===== config.mk =====
export PLATFORM = sky130hd
export DESIGN_NAME = esaxi_emesh_arbiter
export DESIGN_NICKNAME = d
export VERILOG_FILES = /design/src/rtl/esaxi_emesh_arbiter.sv
export SDC_FILE = /design/constraint.sdc
export NUM_CORES = 1
export LEC_CHECK = 0
export BUFFER_PORTS_ARGS = -buffer_cell sky130_fd_sc_hd__buf_2
export CORE_AREA = 5 5 125 127
export DETAILED_ROUTE_END_ITERATION = 6
export DIE_AREA = 0 0 130 132
export PLACE_DENSITY = 0.73
export SLEW_MARGIN = 20
export SYNTH_ARGS = -nofsm -noshare
export SYNTH_HDL_FRONTEND = slang
export SYNTH_SLANG_ARGS = --single-unit

===== constraint.sdc =====
create_clock -name s_axi_aclk -period 8.12 [get_ports s_axi_aclk]
set_input_delay 0.812 -clock s_axi_aclk [delete_from_list [all_inputs] [get_ports s_axi_aclk]]
set_output_delay 0.812 -clock s_axi_aclk [all_outputs]
set_load 0.05 [all_outputs]

===== src/rtl/esaxi_emesh_arbiter.sv =====
// esaxi_emesh_arbiter: merges the bridge's write and read-request emesh
// streams onto one registered emesh TX channel. Round-robin (or fixed
// write priority) arbitration, per-source wait back-pressure, and a read
// credit counter returned by read-response traffic.
//
// Handshake: every channel is valid/wait. A transfer happens in a cycle
// where X_access=1 and X_wait=0. A source holds access and packet stable
// while its wait is high. The TX register is reloaded when it is empty or
// when downstream is not stalling it (load = ~tx_access | ~tx_wait).
module esaxi_emesh_arbiter #(
  parameter int PW      = 104,
  parameter int MAX_RD  = 8,
  parameter bit WR_PRIO = 1'b0
) (
  input  logic          s_axi_aclk,
  input  logic          s_axi_aresetn,
  input  logic          wr_access,
  input  logic [PW-1:0] wr_packet,
  output logic          wr_wait,
  input  logic          rd_access,
  input  logic [PW-1:0] rd_packet,
  output logic          rd_wait,
  input  logic          rr_access,
  output logic          tx_access,
  output logic [PW-1:0] tx_packet,
  input  logic          tx_wait,
  output logic [7:0]    rd_outstanding,
  output logic          rr_underflow
);

  localparam logic [7:0] MAX_RD_C = 8'(MAX_RD);

  // Which source won the most recent actual transfer.
  typedef enum logic {
    GRANT_WR = 1'b0,
    GRANT_RD = 1'b1
  } grant_e;

  grant_e          last_grant_q, last_grant_d;
  logic            tx_access_q,  tx_access_d;
  logic [PW-1:0]   tx_packet_q,  tx_packet_d;
  logic [7:0]      rd_cnt_q,     rd_cnt_d;
  logic            rr_uf_q,      rr_uf_d;

  logic load;
  logic wr_elig;
  logic rd_elig;
  logic grant_wr;
  logic grant_rd;
  logic wr_xfer;
  logic rd_xfer;

  // Eligibility, grant and per-source transfer strobes.
  always_comb begin
    load     = ~tx_access_q | ~tx_wait;
    wr_elig  = wr_access;
    // An rr_access this cycle does not free a credit until next cycle.
    rd_elig  = rd_access & (rd_cnt_q < MAX_RD_C);
    // Write wins when alone, under fixed priority, or when read had the
    // last turn; read wins whenever it is eligible and write does not.
    grant_wr = wr_elig & (~rd_elig | WR_PRIO | (last_grant_q == GRANT_RD));
    grant_rd = rd_elig & ~grant_wr;
    // Reset forces both waits high and blocks any transfer.
    wr_xfer  = s_axi_aresetn & load & grant_wr;
    rd_xfer  = s_axi_aresetn & load & grant_rd;
    wr_wait  = ~wr_xfer;
    rd_wait  = ~rd_xfer;
  end

  // Next-state: output register, round-robin pointer, credits, sticky error.
  always_comb begin
    tx_access_d  = tx_access_q;
    tx_packet_d  = tx_packet_q;
    last_grant_d = last_grant_q;
    rd_cnt_d     = rd_cnt_q;
    rr_uf_d      = rr_uf_q;

    if (load) begin
      if (wr_xfer) begin
        tx_access_d = 1'b1;
        tx_packet_d = wr_packet;
      end else if (rd_xfer) begin
        tx_access_d = 1'b1;
        tx_packet_d = rd_packet;
      end else begin
        // Packet content is left as-is; only the valid drops.
        tx_access_d = 1'b0;
      end
    end

    if (wr_xfer) begin
      last_grant_d = GRANT_WR;
    end else if (rd_xfer) begin
      last_grant_d = GRANT_RD;
    end

    if (rd_xfer && !rr_access) begin
      rd_cnt_d = rd_cnt_q + 8'd1;
    end else if (!rd_xfer && rr_access) begin
      if (rd_cnt_q != 8'd0) begin
        rd_cnt_d = rd_cnt_q - 8'd1;
      end else begin
        rr_uf_d = 1'b1;
      end
    end
  end

  // State registers with synchronous active-low reset.
  always_ff @(posedge s_axi_aclk) begin
    if (!s_axi_aresetn) begin
      tx_access_q  <= 1'b0;
      tx_packet_q  <= '0;
      last_grant_q <= GRANT_RD;
      rd_cnt_q     <= 8'd0;
      rr_uf_q      <= 1'b0;
    end else begin
      tx_access_q  <= tx_access_d;
      tx_packet_q  <= tx_packet_d;
      last_grant_q <= last_grant_d;
      rd_cnt_q     <= rd_cnt_d;
      rr_uf_q      <= rr_uf_d;
    end
  end

  assign tx_access      = tx_access_q;
  assign tx_packet      = tx_packet_q;
  assign rd_outstanding = rd_cnt_q;
  assign rr_underflow   = rr_uf_q;

endmodule


After elaboration in Yosys (flattened, before gate mapping)

Index checks and enable logic that the tools add are counted.

Bits in registers: 115
Input bits: 214
Output and inout port bits: 116
Word-level logic and storage cells: 44

$add $sub $neg: 2
Order comparisons: 1
Muxes and demuxes: 9
Bitwise logic cells: 16
Reductions and logical operators: 11

Operators by type and width:

| cell                | count |
|---|---|
| $mux 104            | 2 |
| $mux 8              | 3 |
| $add 8x1->8 const B | 1 |
| $lt 8x4->1 const B  | 1 |
| $not 1->1           | 8 |
| $reduce_bool 8->1   | 1 |
| $sub 8x1->8 const B | 1 |
| $and 1x1->1         | 6 |
| $reduce_bool 2->1   | 3 |
| $mux 1              | 4 |
| $reduce_and 2->1    | 2 |
| $reduce_and 3->1    | 1 |
| $logic_and 1x1->1   | 2 |
| $logic_not 1->1     | 2 |
| $or 1x1->1          | 2 |

Longest topological paths before layout

Gate-level depths: netlist of the first run.

Depth after elaboration: 12
Gate-level depth with buffers: 12
Depth with buffers taken out: 12

Worst setup path before layout of the first run

Ideal clock, no wire load.

Kind: input to register
From: input s_axi_aresetn
To: register rd_cnt_q[7], in the netlist rd_outstanding[7]
Library setup time: 72 ps
Data arrival time: 3726 ps
Data required time: 8048 ps
Path slack: 4322 ps
Stages: 12
Buffers on the path: 1
Cell sequence: clkbuf_1 > a21boi_0 > nand3_1 > inv_1 > ha_1 > inv_1 > ha_1 > a21oi_1 > a211oi_1 > or3_1 > a21boi_0 > mux2i_1

Longest elaborated chain between the ends: 6
Elaborated cells between the ends (all ways): 9
Those cells by class: mux (1); bitwise (2); reduce/logical (6)

Ends and longest elaborated chain:

| item                               | RTL line | RTL |
|---|---|---|
| start: declaration                 | 16       | `input logic s_axi_aresetn,` |
| $and 1x1->1 (2 in a row)           | 65       | `rd_xfer = s_axi_aresetn & load & grant_rd;` |
| $logic_not 1->1                    | 99       | `end else if (!rd_xfer && rr_access) begin` |
| $logic_and 1x1->1                  | 99       |  |
| $reduce_bool 2->1 (no source line) | n/a      |  |
| $reduce_and 2->1 (no source line)  | n/a      |  |
| end signal: assignment             | 120      | `rd_cnt_q <= rd_cnt_d;` |
| end: declaration                   | 42       | `logic [7:0] rd_cnt_q, rd_cnt_d;` |

Parallel ways exist; a longest one is shown, timed or not.
A chain may end at the register's enable or synchronous reset.

Worst setup path after layout of the first run

From: register rd_cnt_q[3], in the netlist rd_outstanding[3]
To: output wr_wait

Longest elaborated chain between the ends: 7

Ends and longest elaborated chain:

| item             | RTL line | RTL |
|---|---|---|
| $lt 8x4->1       | 58       | `rd_elig = rd_access & (rd_cnt_q < MAX_RD_C);` |
| $and 1x1->1      | 58       |  |
| $not 1->1        | 61       | `grant_wr = wr_elig & (~rd_elig \| WR_PRIO \| (last_grant_q == GRANT_RD));` |
| $or 1x1->1       | 61       |  |
| $and 1x1->1      | 61       |  |
| $and 1x1->1      | 64       | `wr_xfer = s_axi_aresetn & load & grant_wr;` |
| $not 1->1        | 66       | `wr_wait = ~wr_xfer;` |
| end: declaration | 19       | `output logic wr_wait,` |

Every way passes these cells.

==> metrics.md, run 1 <==
| Metric | Value |
|---|---|
| Switch Pwr | 0.970 mW |
| R2R depth | 12 |
| Clock period minus worst slack | 3.52 ns |
| Detailed placement HPWL | 12200 um |
| Initial antenna violation count | 0 |
| Crit Path Max Fanout | 56 |
| Tot GR Track Use | 0.171 |
| Nature of the critical path startpoint | register |
| Combinational share of power | 0.405 |
| Initial Util | 0.386 |
| Syn avg cell area | 9.97 um^2 |
| Fin crit share | 0.434 |
| Min-delay src | rd_outstanding[7] |
| Synth Area in XOR/XNOR | 0.00475 |
| GR Overflow Total | 0 |
| Reg2reg end | rd_outstanding[7] |
| Post-Synth Simple-Gate Area | 0.102 |
| Mapped Cells | 555 |
| Power per cell area | approximately 300 mW/mm^2 |
| Synth Area in Compound Gates | 0.206 |
| Cell Area, Synth | 0.00553 mm^2 |
| Reg2reg setup slack | 4.72 ns |
| Die Width | 130 um |
| Die area | 0.0172 mm^2 |
| Leakage | roughly 4.1 nW |
| Clock transition at the registers of the reported paths | ~0.050 ns |
| Share of power burned in registers | 0.310 |
| CTS tree | yes |
| Critical R2R Launch | rd_outstanding[3] |
| Mapped Nets | 778 |
| Slew @ Worst Pin | 0.895 ns |
| TNS Setup | 0 ns |
| Async SR Flop Fraction | 0 |
| Register area share after synthesis | 0.416 |
| Power share of the clock group | 0.284 |
| Ys Warns | 0 |
| 1st-pass router iterations | 4 |
| Largest net degree at the start of global routing | 96 |
| Final WL | around 16000 um |
| Final worst slack | 4.60 ns |
| Share of layout cells above drive strength 1 | 0.464 |
| Synth cell types | 31 |
| Vias in the first global route | a little under 5k |
| Routed Antenna Nets | 0 |
| Final Hold Fails | 0 |
| # port buffers | 329 |
| DRC Markers | 0 |
| First DRT Iteration DRCs | 116 |
| H-tree levels | 4 |
| Flop and latch count out of synthesis | 115 |
| Nets | 1081 |
| First-pass GRT wire length | 23600 um |
| Root buf cell | clkbuf_16 |
| Max Fclk | roughly 280 MHz |
| WHS Path Cells | 2 |
| Critical Path AT | ~2.7 ns |
| Final core occ | 0.538 |
| Synth cell count leaders | dfxtp_1, nor2_1, mux2i_1, a211oi_1, a211oi_2 |
| Peak supply drop | 0.151 mV |
| CTS sink cnt | 115 |
| Top cells by area, synth | dfxtp_1, mux2i_1, a211oi_1, a211oi_2, nor2_1 |
| N_diodes | 0 |
| Wire per inst | 14.8 um |
| Post-synth EDFFs | 0 |
| Max Cap Viol | 0 |
| CP Data Required Time | 7.31 ns |
| Post-CTS setup buffers | 0 |
| Synth top area share | 0.416 |
| Std cell rows | 44 |
| Hold Path Class | register to register |
| Pint | 1.38 mW |
| Combinational family with the most area after synthesis | compound AO/OA/AOI/OAI gates |
| Number of instances in the placed design | 1023 |
| Vias per inst | slightly below 5 |
| Post-synthesis mux area share | 0.194 |
| Adder-cell share of the synthesized area | 0.0217 |
| Gpl congestion | 0.797 |
| Top_reg_cell synth | dfxtp_1 |
| Worst-Skew Late Latency | 0.40 ns |
| P&R area growth vs syn | 39.3% |
| Most common cell in the synthesized netlist | dfxtp_1 |
| Via count | between 5k and 6k |
| Core box area | 0.0143 mm^2 |
| Cell Count, Final, Fillers Out | roughly 1.1k |
| Slew Limit Headroom | 0.404 |
| Final number of setup-violating endpoints | 0 |
| Min-Delay Endpoint | rd_outstanding[7] |
| Num CTS Buffers | 17 |
| RSZ-0062 raised after global routing | no |
| Critical setup path kind | register to output port |
| Top Ports | 330 |
| Final max-slew violation count | 0 |
| Status | finished, final reports clean |
| Worst slack, placed | 4.48 ns |
| Yosys top cell by area | dfxtp_1 |
| PostCTS Resize Cnt | 0 |
| Skew final | 0.00840 ns |
| Sw Share | 0.412 |
| Cts-stage hold buffer count | 0 |
| Crit end category | output port |
| Clock tree buffer depth | 2 |
| Chip Height | 132 um |
| Fill count | approximately 1.3k |
-- final cells by class --
cell class / count / area (um^2) / share of cell area
Inverter: 7 / 28.8 / 0.00373
Multi-Input combinational cell: 384 / 2930 / 0.381
Tap cell: 184 / 230 / 0.0299
Clock buffer: 21 / 450 / 0.0584
Timing Repair Buffer: 333 / 1680 / 0.218
Clock inverter: 10 / 86.3 / 0.0112
Sequential cell: 115 / 2300 / 0.299
-- registers in the layout (all words and copies together) (netlist names) --
name            count
last_grant_q        1
rd_outstanding      8
rr_underflow        1
tx_access           1
tx_packet         104
-- placed cells by master (no fill, tap or decap), drive strengths merged, types with 2 or more instances in the layout --
cell,n
or3,3
dfxtp,115
clkinvlp,3
inv,7
a21boi,2
a21o,3
nand2,12
a211oi,108
o21ai,4
xnor2,2
o21a,2
nor2,110
clkbuf,21
nand3,6
mux2i,107
or4,2
a21oi,7
ha,8
clkinv,6
buf,333
-- per-stage QoR --
stage               hold WS [ns]  area (um^2)  power, mW
detailed placement         0.467         7170       1.70
global placement           0.467         7170       1.69
CTS                        0.476         7710       2.38
floorplan                  0.474         5530       1.48
global route               0.512         7710       2.49
finish                     0.479         7710       2.35
-- power groups by stage --
stage | registers, mW | logic [mW] | clock network (mW)
finish | 0.730 | 0.955 | 0.669
global route | 0.745 | 1.02 | 0.716
CTS | 0.732 | 0.963 | 0.688
detailed placement | 0.742 | 0.960 | 0
global placement | 0.740 | 0.953 | 0
floorplan | 1.09 | 0.393 | 0
-- cells by family (layout without fill, tap and decap cells) --
kind of cell / after synthesis / after routing
simple gates: 136 / 136
mux: 107 / 107
compound gates: 129 / 129
buf+inv: 56 / 371
xor+xnor: 3 / 3
fa+ha+maj: 9 / 9
flops: 115 / 115
-- worst max-delay path by stage --
stage | depth (start not counted) | from | end | slack (ns)
2_1_floorplan | 12 | s_axi_aresetn | rd_outstanding[7] | 4.32
3_3_place_gp | 12 | s_axi_aresetn | rd_outstanding[7] | 4.59
3_5_place_dp | 12 | s_axi_aresetn | rd_outstanding[7] | 4.48
4_1_cts | 4 | rd_outstanding[3] | wr_wait | 4.56
5_1_grt | 12 | rd_outstanding[3] | rd_outstanding[7] | 4.45
6_report | 4 | rd_outstanding[3] | wr_wait | 4.60
-- per-layer routing --
| layer | track usage | vias up | share of wire |
|---|---|---|---|
| li1 | - | 2634 | - |
| met5 | 0 | - | 0 |
| met2 | 0.305 | 208 | 0.50 |
| met1 | 0.189 | 2233 | 0.39 |
| met3 | 0.0559 | 15 | 0.10 |
| met4 | 0.0600 | 0 | 0.013 |
-- worst max-delay path: stages (launching register included) --
cell,delay (ns)
dfxtp_1,0.34
or3_4,0.41
nor4b_4,0.38
a21o_4,0.77
buf_2,0.40
(Power assumes the default switching activity.)
==> run 2, diff against run 1 <==
- ABC_AREA: unset -> 1
- CORE_AREA: 5 5 125 127 -> 5 5 126 128
- DIE_AREA: 0 0 130 132 -> 0 0 131 133
- PLACE_DENSITY: 0.73 -> 0.81
- clock period: 8.12 -> 3.6 ns (I/O delays scaled with it)
==> run 2 against run 1 <==
Net effect: sequential power rose by 140%; combinational power rose to 3.4 times the previous value; flip-flop and latch count stayed put; worst hold slack worse by 0.24 ns; first-iteration DRC count grew to 3.8 times the previous value; sequential share of layout area decreased by 3.8 points; global-route usage is 6.6 points higher; register-to-register slack got worse by 4.0 ns; setup slack worse by 3.8 ns; final cell count increased by 44%; core utilization up 6.0 points; area after synthesis rose by 22%; critical endpoint is now rd_outstanding[5]; largest power group unchanged.
==> metrics.md, run 2 <==
| Metric | Value |
|---|---|
| # port buffers | 329 (unchanged) |
| Flop and latch count out of synthesis | 115 (unchanged) |
| Most common cell after layout, fill and taps aside | nand2_1 |
| Max Fclk | 351 MHz |
| Tot GR Track Use | 0.238 (+0.0664) |
| Max reg flops | 104 (unchanged) |
| Final Hold Fails | 0 (unchanged) |
| Initial antenna violation count | 2 (+2) |
| Final WL | 22100 um (+41%) |
| Fin crit share | 0.792 |
| Critical-path top delay cell | ha_1 |
| Hold Path Class | input port to register |
| Largest net degree at the start of global routing | 152 (+58%) |
| Peak supply drop | 0.295 mV (+96%) |
| Std cell rows | 45 (+2.3%) |
| Async SR Flop Fraction | 0 (unchanged) |
| Clock period minus worst slack | 2.85 ns |
| Via count | 7782 (+53%) |
| Final max-slew violation count | 0 (unchanged) |
| Top Ports | 330 (unchanged) |
| Synth top area share | 0.340 (-0.0759) |
| Wire per inst | 14.6 um (-1.9%) |
| TNS Setup | 0 ns (unchanged) |
| Ys Warns | 0 (unchanged) |
| Power per cell area | 738 mW/mm^2 (+140%) |
| Synth cell count leaders | nand2_1, nor2_1, dfxtp_1, nand4_1, nand3b_1 |
| Status | finished, final reports clean |
| CTS tree | yes |
| Critical path buffers and inverters | 2 (+1) |
| Max Cap Viol | 0 (unchanged) |
| PostCTS Resize Cnt | 0 (unchanged) |
| Vias in the first global route | 6836 (+42%) |
| CP Data Required Time | 3.90 ns (-3.41 ns) |
| Root buf cell | clkbuf_16 |
| Mapped Nets | 1270 (+63%) |
| Initial Util | 0.459 (+0.0722) |
| Routed Antenna Nets | 0 (unchanged) |
| Slew @ Worst Pin | 1.15 ns (+0.260 ns) |
| Cts-stage hold buffer count | 0 (unchanged) |
| Leakage | 4.91 nW (+20%) |
| Max incr delay on CP | 0.36 ns (-0.41 ns) |
| Post-CTS setup buffers | 0 (unchanged) |
| Total Power | 6.51 mW (+180%) |
| DRC Markers | 0 (unchanged) |
| Slew Limit Headroom | 0.230 (-0.173) |
| Most frequent CP cell | nor2_1 |
| Critical Path AT | 3.15 ns (+0.44 ns) |
| Clock transition at the registers of the reported paths | 0.05 ns (about the same) |
| Crit Path Max Fanout | 7 (-88%) |
| Register area share after synthesis | 0.340 (-0.0759) |
| Number of instances in the placed design | 1483 (+45%) |
| Most common cell in the synthesized netlist | nand2_1 |
| First-pass GRT wire length | 33500 um (+42%) |
| Clock tree buffer depth | 2 (unchanged) |
| Crit end category | register |
| Worst-Skew Late Latency | 0.41 ns (about the same) |
| Gpl congestion | 0.869 (+9.0%) |
| Vias per inst | 5.13 (+6.2%) |
| Synth cell types | 27 (-13%) |
| Critical setup path kind | register to register |
| Cell Count, Final, Fillers Out | 1517 (+44%) |
| Share of layout cells above drive strength 1 | 0.287 (-0.177) |
| First DRT Iteration DRCs | 437 (+280%) |
| Worst-path cell chain | nor2_1 -> nand4_1 -> nor2_1 -> nand3_1 -> inv_1 -> ha_1 -> inv_1 -> ha_1 -> or2_1 -> and2_1 -> nand2_1 -> nand3_1 -> nand2_1 -> nand2_1 -> nor2_1 -> nor2_1 |
| Die area | 0.0174 mm^2 (+1.5%) |
| H-tree levels | 4 (unchanged) |
| Post-synth EDFFs | 0 (unchanged) |
| 1st-pass router iterations | 5 (+1) |
| Nature of the critical path startpoint | register |
| Core box area | 0.0148 mm^2 (+3.1%) |
| Nets | 1537 (+42%) |
| Syn avg cell area | 6.46 um^2 (-35%) |
| Top cells by area, synth | dfxtp_1, nand2_1, nor2_1, nand3b_1, nand4_1 |
| Final number of setup-violating endpoints | 0 (unchanged) |
| Cell Area, Synth | 0.00677 mm^2 (+22%) |
| RSZ-0062 raised after global routing | no |
| Reg2reg setup slack | 0.75 ns (-3.97 ns) |
| P&R area growth vs syn | 30.4% |
| GR Overflow Total | 0 (unchanged) |
| Detailed placement HPWL | 15100 um (+23%) |
| Mapped Cells | 1047 (+89%) |
| Most frequent cells in the layout | nand2_1, buf_2, nor2_1 |
| CP top delay family | simple AND/OR/NAND/NOR gates |
| Num CTS Buffers | 17 (unchanged) |
| Chip Height | 133 um (+0.76%) |
| CTS sink cnt | 115 (unchanged) |
| Top_reg_cell synth | dfxtp_1 |
| Skew final | 0.00683 ns (-0.00157 ns) |
| Yosys top cell by area | dfxtp_1 |
| Die Width | 131 um (+0.77%) |
-- run 2: tightest hold or removal path: stages --
cell	delay, ns
buf_2	0.07
nand2_1	0.04
nand2_1	0.05
nor2_1	0.03
nor2_1	0.06
-- run 2: cell type report --
class / instances / area [um^2]
timing repair buffer: 340 / 1750
clock inverter: 10 / 61.3
sequential: 115 / 2300
antenna: 3 / 7.51
clock buffer: 21 / 460
fill: 1419 / 5930
multi-input combinational: 819 / 3930
inverter: 21 / 80.1
tap: 188 / 235
-- run 2: kinds of logic after synthesis --
| kind of cell | share of synthesized area |
|---|---|
| flip-flops | 0.340 |
| XOR/XNOR | 0.00518 |
| buffers and inverters | 0.0823 |
| AO/OA/AOI/OAI | 0.0154 |
| AND/OR/NAND/NOR | 0.539 |
| adder cells (fa/ha/maj) | 0.0178 |
-- run 2: report_power, final --
group	internal (mW)	switching [mW]	total [mW]
clock	0.902	0.578	1.48
sequential	1.60	0.169	1.77
combinational	0.931	2.33	3.26
total	3.44	3.07	6.51
-- run 2: path summary, 6_finish.rpt --
check | from | end | cells after the start
max | rd_outstanding[4] | rd_outstanding[5] | 16
min | rd_packet[66] | tx_packet[66] | 5
max reg2reg | rd_outstanding[4] | rd_outstanding[5] | 16
min reg2reg | rr_underflow | rr_underflow | 2
-- run 2: through the flow --
step	instance area (um^2)	util	hold slack [ns]	setup slack [ns]
after floorplan	6770	-	0.509	0.222
after detailed placement	8290	0.562	0.463	0.760
after global placement	8290	0.562	0.439	0.879
after CTS	8810	0.598	0.218	0.759
final	8820	0.598	0.243	0.750
after global routing	8820	0.598	0.233	0.473
-- run 2: metal layers --
layer	wire length, um	track usage	up-vias
li1	-	-	3950
met1	9110	0.299	3475
met2	10400	0.383	330
met3	2230	0.0686	27
met4	388	0.0886	0
met5	0	0	-
